## src/rtl/regfile_write_arbiter.sv

```systemverilog
// regfile_write_arbiter
//   Shares the single register-file write port between the processor and
//   NUM_REQ peripheral counters. The processor always wins. Peripheral
//   increments accumulate in small saturating counters. They are injected as
//   absolute register writes (shadow + pending) on cycles where the processor
//   does not write. Requester i owns register BASE_REG-i. BASE_REG-NUM_REQ+1
//   must be >= 1 and BASE_REG must be <= 31.
//
// Ports
//   clock, reset          rising-edge clock, async active-high reset
//   cpu_we/cpu_rd/cpu_data processor write port (input side)
//   req_valid/req_inc     per-requester increment strobe and amount
//   rf_we/rf_rd/rf_data   regfile write port (output side, combinational mux)
//   grant                 one-hot, requester injected this cycle
//   shadow                committed value of each owned register (32b each)
//   overflow              sticky, a pending accumulator clipped at saturation
module regfile_write_arbiter #(
    parameter int NUM_REQ  = 2,
    parameter int BASE_REG = 30,
    parameter int INC_W    = 3,
    parameter int PEND_W   = 4
) (
    input  logic                     clock,
    input  logic                     reset,
    input  logic                     cpu_we,
    input  logic [4:0]               cpu_rd,
    input  logic [31:0]              cpu_data,
    input  logic [NUM_REQ-1:0]       req_valid,
    input  logic [NUM_REQ*INC_W-1:0] req_inc,
    output logic                     rf_we,
    output logic [4:0]               rf_rd,
    output logic [31:0]              rf_data,
    output logic [NUM_REQ-1:0]       grant,
    output logic [NUM_REQ*32-1:0]    shadow,
    output logic [NUM_REQ-1:0]       overflow
);

    localparam int PTR_W = (NUM_REQ > 1) ? $clog2(NUM_REQ) : 1;
    // One extra bit so the pre-saturation sum never wraps.
    localparam int SUM_W = ((PEND_W > INC_W) ? PEND_W : INC_W) + 1;
    localparam logic [SUM_W-1:0] PEND_MAX = SUM_W'((1 << PEND_W) - 1);

    logic [31:0]       shadow_q [NUM_REQ];
    logic [31:0]       shadow_d [NUM_REQ];
    logic [PEND_W-1:0] pend_q   [NUM_REQ];
    logic [PEND_W-1:0] pend_d   [NUM_REQ];
    logic [SUM_W-1:0]  sum_c    [NUM_REQ];
    logic [NUM_REQ-1:0] ovf_q, ovf_d;
    logic [PTR_W-1:0]  ptr_q, ptr_d;

    logic              win_found;
    logic [PTR_W-1:0]  win_idx;
    logic [NUM_REQ-1:0] grant_vec;
    int                cand;

    // Round-robin search over nonzero accumulators, starting at the pointer.
    always_comb begin
        win_found = 1'b0;
        win_idx   = '0;
        cand      = 0;
        for (int off = 0; off < NUM_REQ; off++) begin
            cand = int'(ptr_q) + off;
            if (cand >= NUM_REQ) cand = cand - NUM_REQ;
            if (!win_found && pend_q[cand] != '0) begin
                win_found = 1'b1;
                win_idx   = PTR_W'(cand);
            end
        end
    end

    // Write-port mux: processor first, then the arbitration winner.
    always_comb begin
        rf_we     = 1'b0;
        rf_rd     = '0;
        rf_data   = '0;
        grant_vec = '0;
        if (cpu_we) begin
            rf_we   = 1'b1;
            rf_rd   = cpu_rd;
            rf_data = cpu_data;
        end else if (win_found) begin
            rf_we     = 1'b1;
            rf_rd     = 5'(BASE_REG - int'(win_idx));
            rf_data   = shadow_q[win_idx] + 32'(pend_q[win_idx]);
            grant_vec = NUM_REQ'(1) << win_idx;
        end
    end

    always_comb begin
        ovf_d = ovf_q;
        for (int i = 0; i < NUM_REQ; i++) begin
            shadow_d[i] = shadow_q[i];
            if (grant_vec[i])
                shadow_d[i] = shadow_q[i] + 32'(pend_q[i]);
            else if (cpu_we && cpu_rd == 5'(BASE_REG - i))
                shadow_d[i] = cpu_data;

            // A grant drains the accumulator, but an increment landing in the
            // same cycle is kept for the next injection.
            sum_c[i] = (grant_vec[i] ? '0 : SUM_W'(pend_q[i]))
                     + (req_valid[i] ? SUM_W'(req_inc[i*INC_W +: INC_W]) : '0);
            if (sum_c[i] > PEND_MAX) begin
                pend_d[i] = PEND_MAX[PEND_W-1:0];
                ovf_d[i]  = 1'b1;
            end else begin
                pend_d[i] = sum_c[i][PEND_W-1:0];
            end
        end
    end

    always_comb begin
        ptr_d = ptr_q;
        if (grant_vec != '0)
            ptr_d = (win_idx == PTR_W'(NUM_REQ - 1)) ? '0 : win_idx + PTR_W'(1);
    end

    always_ff @(posedge clock or posedge reset) begin
        if (reset) begin
            shadow_q <= '{default: '0};
            pend_q   <= '{default: '0};
            ovf_q    <= '0;
            ptr_q    <= '0;
        end else begin
            shadow_q <= shadow_d;
            pend_q   <= pend_d;
            ovf_q    <= ovf_d;
            ptr_q    <= ptr_d;
        end
    end

    always_comb begin
        shadow = '0;
        for (int i = 0; i < NUM_REQ; i++) shadow[i*32 +: 32] = shadow_q[i];
    end

    assign grant    = grant_vec;
    assign overflow = ovf_q;

endmodule
```

## config.mk

```make
export PLATFORM = sky130hd
export DESIGN_NAME = regfile_write_arbiter
export DESIGN_NICKNAME = d
export VERILOG_FILES = /design/src/rtl/regfile_write_arbiter.sv
export SDC_FILE = /design/constraint.sdc
export NUM_CORES = 1
export LEC_CHECK = 0
export BUFFER_PORTS_ARGS = -buffer_cell sky130_fd_sc_hd__buf_4
export CORE_UTILIZATION = 50
export DETAILED_ROUTE_END_ITERATION = 7
export PLACE_DENSITY = 0.75
export SLEW_MARGIN = 20
export SYNTH_ARGS = -nofsm -noshare
export SYNTH_HDL_FRONTEND = slang
export SYNTH_SLANG_ARGS = --single-unit
```

## constraint.sdc

```tcl
create_clock -name clock -period 5.4 [get_ports clock]
set_input_delay 0.54 -clock clock [delete_from_list [all_inputs] [get_ports clock]]
set_output_delay 0.54 -clock clock [all_outputs]
set_load 0.02 [all_outputs]
```

==> impl_metrics.yaml <==
sta:
  rsz0062_at_grt: "false"
  skew_ns: 0.00850
  relSlewSlack_pct: 30.2
  tightest_slew_ns: 1.05
  setup_tns_ns: 0
  final_hold_viol_count: 0
  drv_slew: 0
  fmax_mhz: 205
  fin_crit_sh_pct: 90.4
  finalSetupViolCount: 0
  holdWs_ns: 0.457
  finalCriticalPeriod_ns: 4.88
detailed_routing:
  vias: 7375
  drt_wl_total_um: 24200
  ant_nets: 0
  wl_per_cell_um: 21.6
  avgViaCountPerCell: 6.58
  drc_errors: 0
  detail_route.iter0.violations: 1166
  first_pass_iters: 6
synth:
  seq_area_frac_synth_pct: 28.8
  syn_area_per_cell_sq_um: 7.86
  syn_inst: 830
  synth_edf_count: 0
  ys.flop_type: "dfrtp_1"
  synth_seq_cells: 75
  ys_types: 72
  yosys_warnings: 0
  syn_area_sq_um: 6520
  synth-async-reset-ratio_pct: 100
  syn_nets: 901
power_and_ir_drop:
  finalPower_mw: 4.57
  leakagePower_nw: 3.44
  max-vdd-ir-drop_mv: 0.421
  power_density_nw_per_um2: 573
grt:
  grt_max_degree: 76
  grt_pass1_vias: 6259
  grt_pass1_wl_um: 36300
  antenna_found_initial: 0
  gr-total-overflow: 0
  track_usage_pct: 35.9
clock_tree:
  ctsResizeCount: 0
  clk_path_buf_depth: 2
  numCtsBuffers: 9
  cts_tree: "yes"
  cts.sinks: 75
  htreeDepth: 3
  clockRootBuffer: "clkbuf_16"
  path_clk_slew_ns: 0.06
  insertion_delay_ns: 0.35
  cts_setup_buffers: 0
  hold_buffers: 0
floorplanning:
  die_w_um: 116
  ioPinCount: 154
  die-area_sq_um: 13500
  fp.dieH_um: 116
  start_util_pct: 51.5
  rows: 41
  fp.coreArea_sq_um: 12700
worst_setup_path:
  crit_type: "reg2out"
  path_cells: "nor4_1 -> o21ai_4 -> nand2_1 -> nand2_1 -> ha_1 -> a21oi_1 -> a21boi_0 -> buf_4 -> a21oi_1 -> o21ai_1 -> o21a_1 -> o31ai_1 -> buf_4"
  slowest_delay_ns: 0.81
  start_kind: "register"
  worstSetupEndpointType: "primary output"
  crit_family: "compound AO/OA/AOI/OAI gates"
  crit_required_ns: 4.86
  critical_path.max_fanout: 11
  slowest_stage: "nor4_1"
  path_buf_inv: 2
  arrival_ns: 4.34
final_layout:
  nNetsFinal: 1016
  antenna_cells: 0
  n_fill_cell: 1129
  drive_gt1_share_pct: 20.7
  area_growth_pct: 22.4
  post-route-util_pct: 63.0
outcome:
  status: "completed"
place:
  portBuffers: 153
  gp_congestion: 1.03
  dp_hpwl_um: 18300
hold_path:
  min_path_type: "in2reg"
run:
  maxCapViolCount: 0
[layout by cell type, fill, tap and decap left out, types with 5 or more instances in the layout]
cell type / count
o21ai_0: 55
inv_1: 16
a21oi_1: 29
nor3_1: 24
a22oi_1: 5
nand3_1: 34
a211o_1: 5
a221o_1: 7
fa_1: 5
o311ai_0: 12
and2_1: 17
buf_4: 160
a311oi_1: 10
or2_2: 5
dfrtp_1: 75
nand2b_1: 9
ha_1: 18
mux2i_1: 30
clkbuf_16: 9
a211oi_1: 9
o211ai_1: 14
nor2_1: 72
or3_1: 5
and3_1: 6
o21a_1: 12
and4_1: 7
a31oi_1: 15
a21o_1: 9
xnor2_1: 21
a32o_1: 6
nor4_1: 13
o22ai_1: 6
or4_1: 8
nand4_1: 10
o31ai_1: 7
nand2_1: 134
[routing by layer]
| metal | global-route usage [%] | routed length (um) | vias to the layer above |
|---|---|---|---|
| li1 | - | - | 3327 |
| met1 | 55.3 | 10400 | 3481 |
| met2 | 49.4 | 10100 | 513 |
| met3 | 6.64 | 3100 | 54 |
| met4 | 12.5 | 555 | 0 |
| met5 | 0 | 0 | - |
[worst min-delay path, stage by stage]
cell      delay, ns
buf_4          0.11
nand2_1        0.05
o221ai_1       0.06
[cells in the mapped netlist (5+ instances only)]
| cell | count | area share, % |
|---|---|---|
| clkbuf_1 | 38 | 2.2 |
| a311oi_1 | 10 | 1.3 |
| a211o_1 | 5 | 0.67 |
| nand4_1 | 10 | 0.96 |
| o311ai_0 | 12 | 1.6 |
| nand2b_1 | 9 | 0.86 |
| o211ai_1 | 14 | 1.6 |
| o21ai_0 | 55 | 4.2 |
| xnor2_1 | 21 | 2.8 |
| inv_1 | 17 | 0.98 |
| dfrtp_1 | 75 | 29 |
| o21a_1 | 12 | 1.4 |
| mux2i_1 | 30 | 4.6 |
| nor2_1 | 72 | 4.1 |
| nor3_1 | 26 | 2.0 |
| a21oi_1 | 29 | 2.2 |
| fa_1 | 5 | 1.5 |
| a22oi_1 | 5 | 0.58 |
| o31ai_1 | 7 | 0.81 |
| ha_1 | 18 | 3.5 |
| a211oi_1 | 9 | 1.0 |
| buf_2 | 11 | 0.84 |
| a21o_1 | 9 | 1.0 |
| nand2_1 | 134 | 7.7 |
| nor4_1 | 13 | 1.2 |
| or3_1 | 5 | 0.48 |
| a221o_1 | 7 | 1.1 |
| a32o_1 | 6 | 0.92 |
| o22ai_1 | 6 | 0.58 |
| and4_1 | 7 | 0.94 |
| or2_2 | 5 | 0.48 |
| and2_1 | 17 | 1.6 |
| and3_1 | 6 | 0.58 |
| a31oi_1 | 15 | 1.4 |
| or4_1 | 8 | 0.92 |
| nand3_1 | 34 | 2.6 |
[sequential cells by signal, indices dropped and copies added (netlist names)]
| signal | cells |
|---|---|
| ptr_q | 1 |
| shadow | 64 |
| pend_q | 8 |
| overflow | 2 |
[path summary, 6_finish.rpt]
check	cells past startpoint	slack, ns	from	end
hold / removal	3	0.46	cpu_data[1]	shadow[1]
hold reg to reg	1	0.48	overflow[1]	overflow[1]
max in group asynchronous	3	4.25	reset	shadow[54]
setup reg to reg	10	1.34	pend_q[5]	pend_q[2]
setup / recovery	13	0.52	pend_q[6]	rf_data[27]
min in group asynchronous	3	0.49	reset	shadow[36]
[per-stage QoR]
stage	setup WS, ns	cell area, sq um	instances
floorplan	0.795	6520	830
finish	0.517	7980	1121
global placement	1.04	7700	1106
detailed placement	1.01	7700	1106
global route	0.246	7980	1121
CTS	0.637	7980	1121
[where the power goes]
part           total [mW]  switching (mW)  internal (mW)  leakage (nW)
Clock               0.582           0.237          0.345         0.141
Combinational        2.88            1.72           1.16          2.40
Sequential           1.11           0.371          0.738         0.907
[cell type report]
cell class	count	area [sq um]	share of cell area (%)
multi-input combinational	681	4340	54.4
sequential	75	1880	23.5
timing repair buffer	160	1200	15.0
clock buffer	13	270	3.39
tap	172	215	2.70
inverter	18	68.8	0.862
clock inverter	2	10.0	0.125
[cells by family after synthesis]
| logic type | Yosys count | synth area share, % |
|---|---|---|
| compound gates | 240 | 25.9 |
| buf+inv | 74 | 5.03 |
| flops | 75 | 28.8 |
| simple gates | 361 | 26.9 |
| mux | 32 | 5.01 |
| fa+ha+maj | 23 | 4.99 |
| xor+xnor | 25 | 3.36 |
No activity file was read; power rests on OpenSTA's default activity.
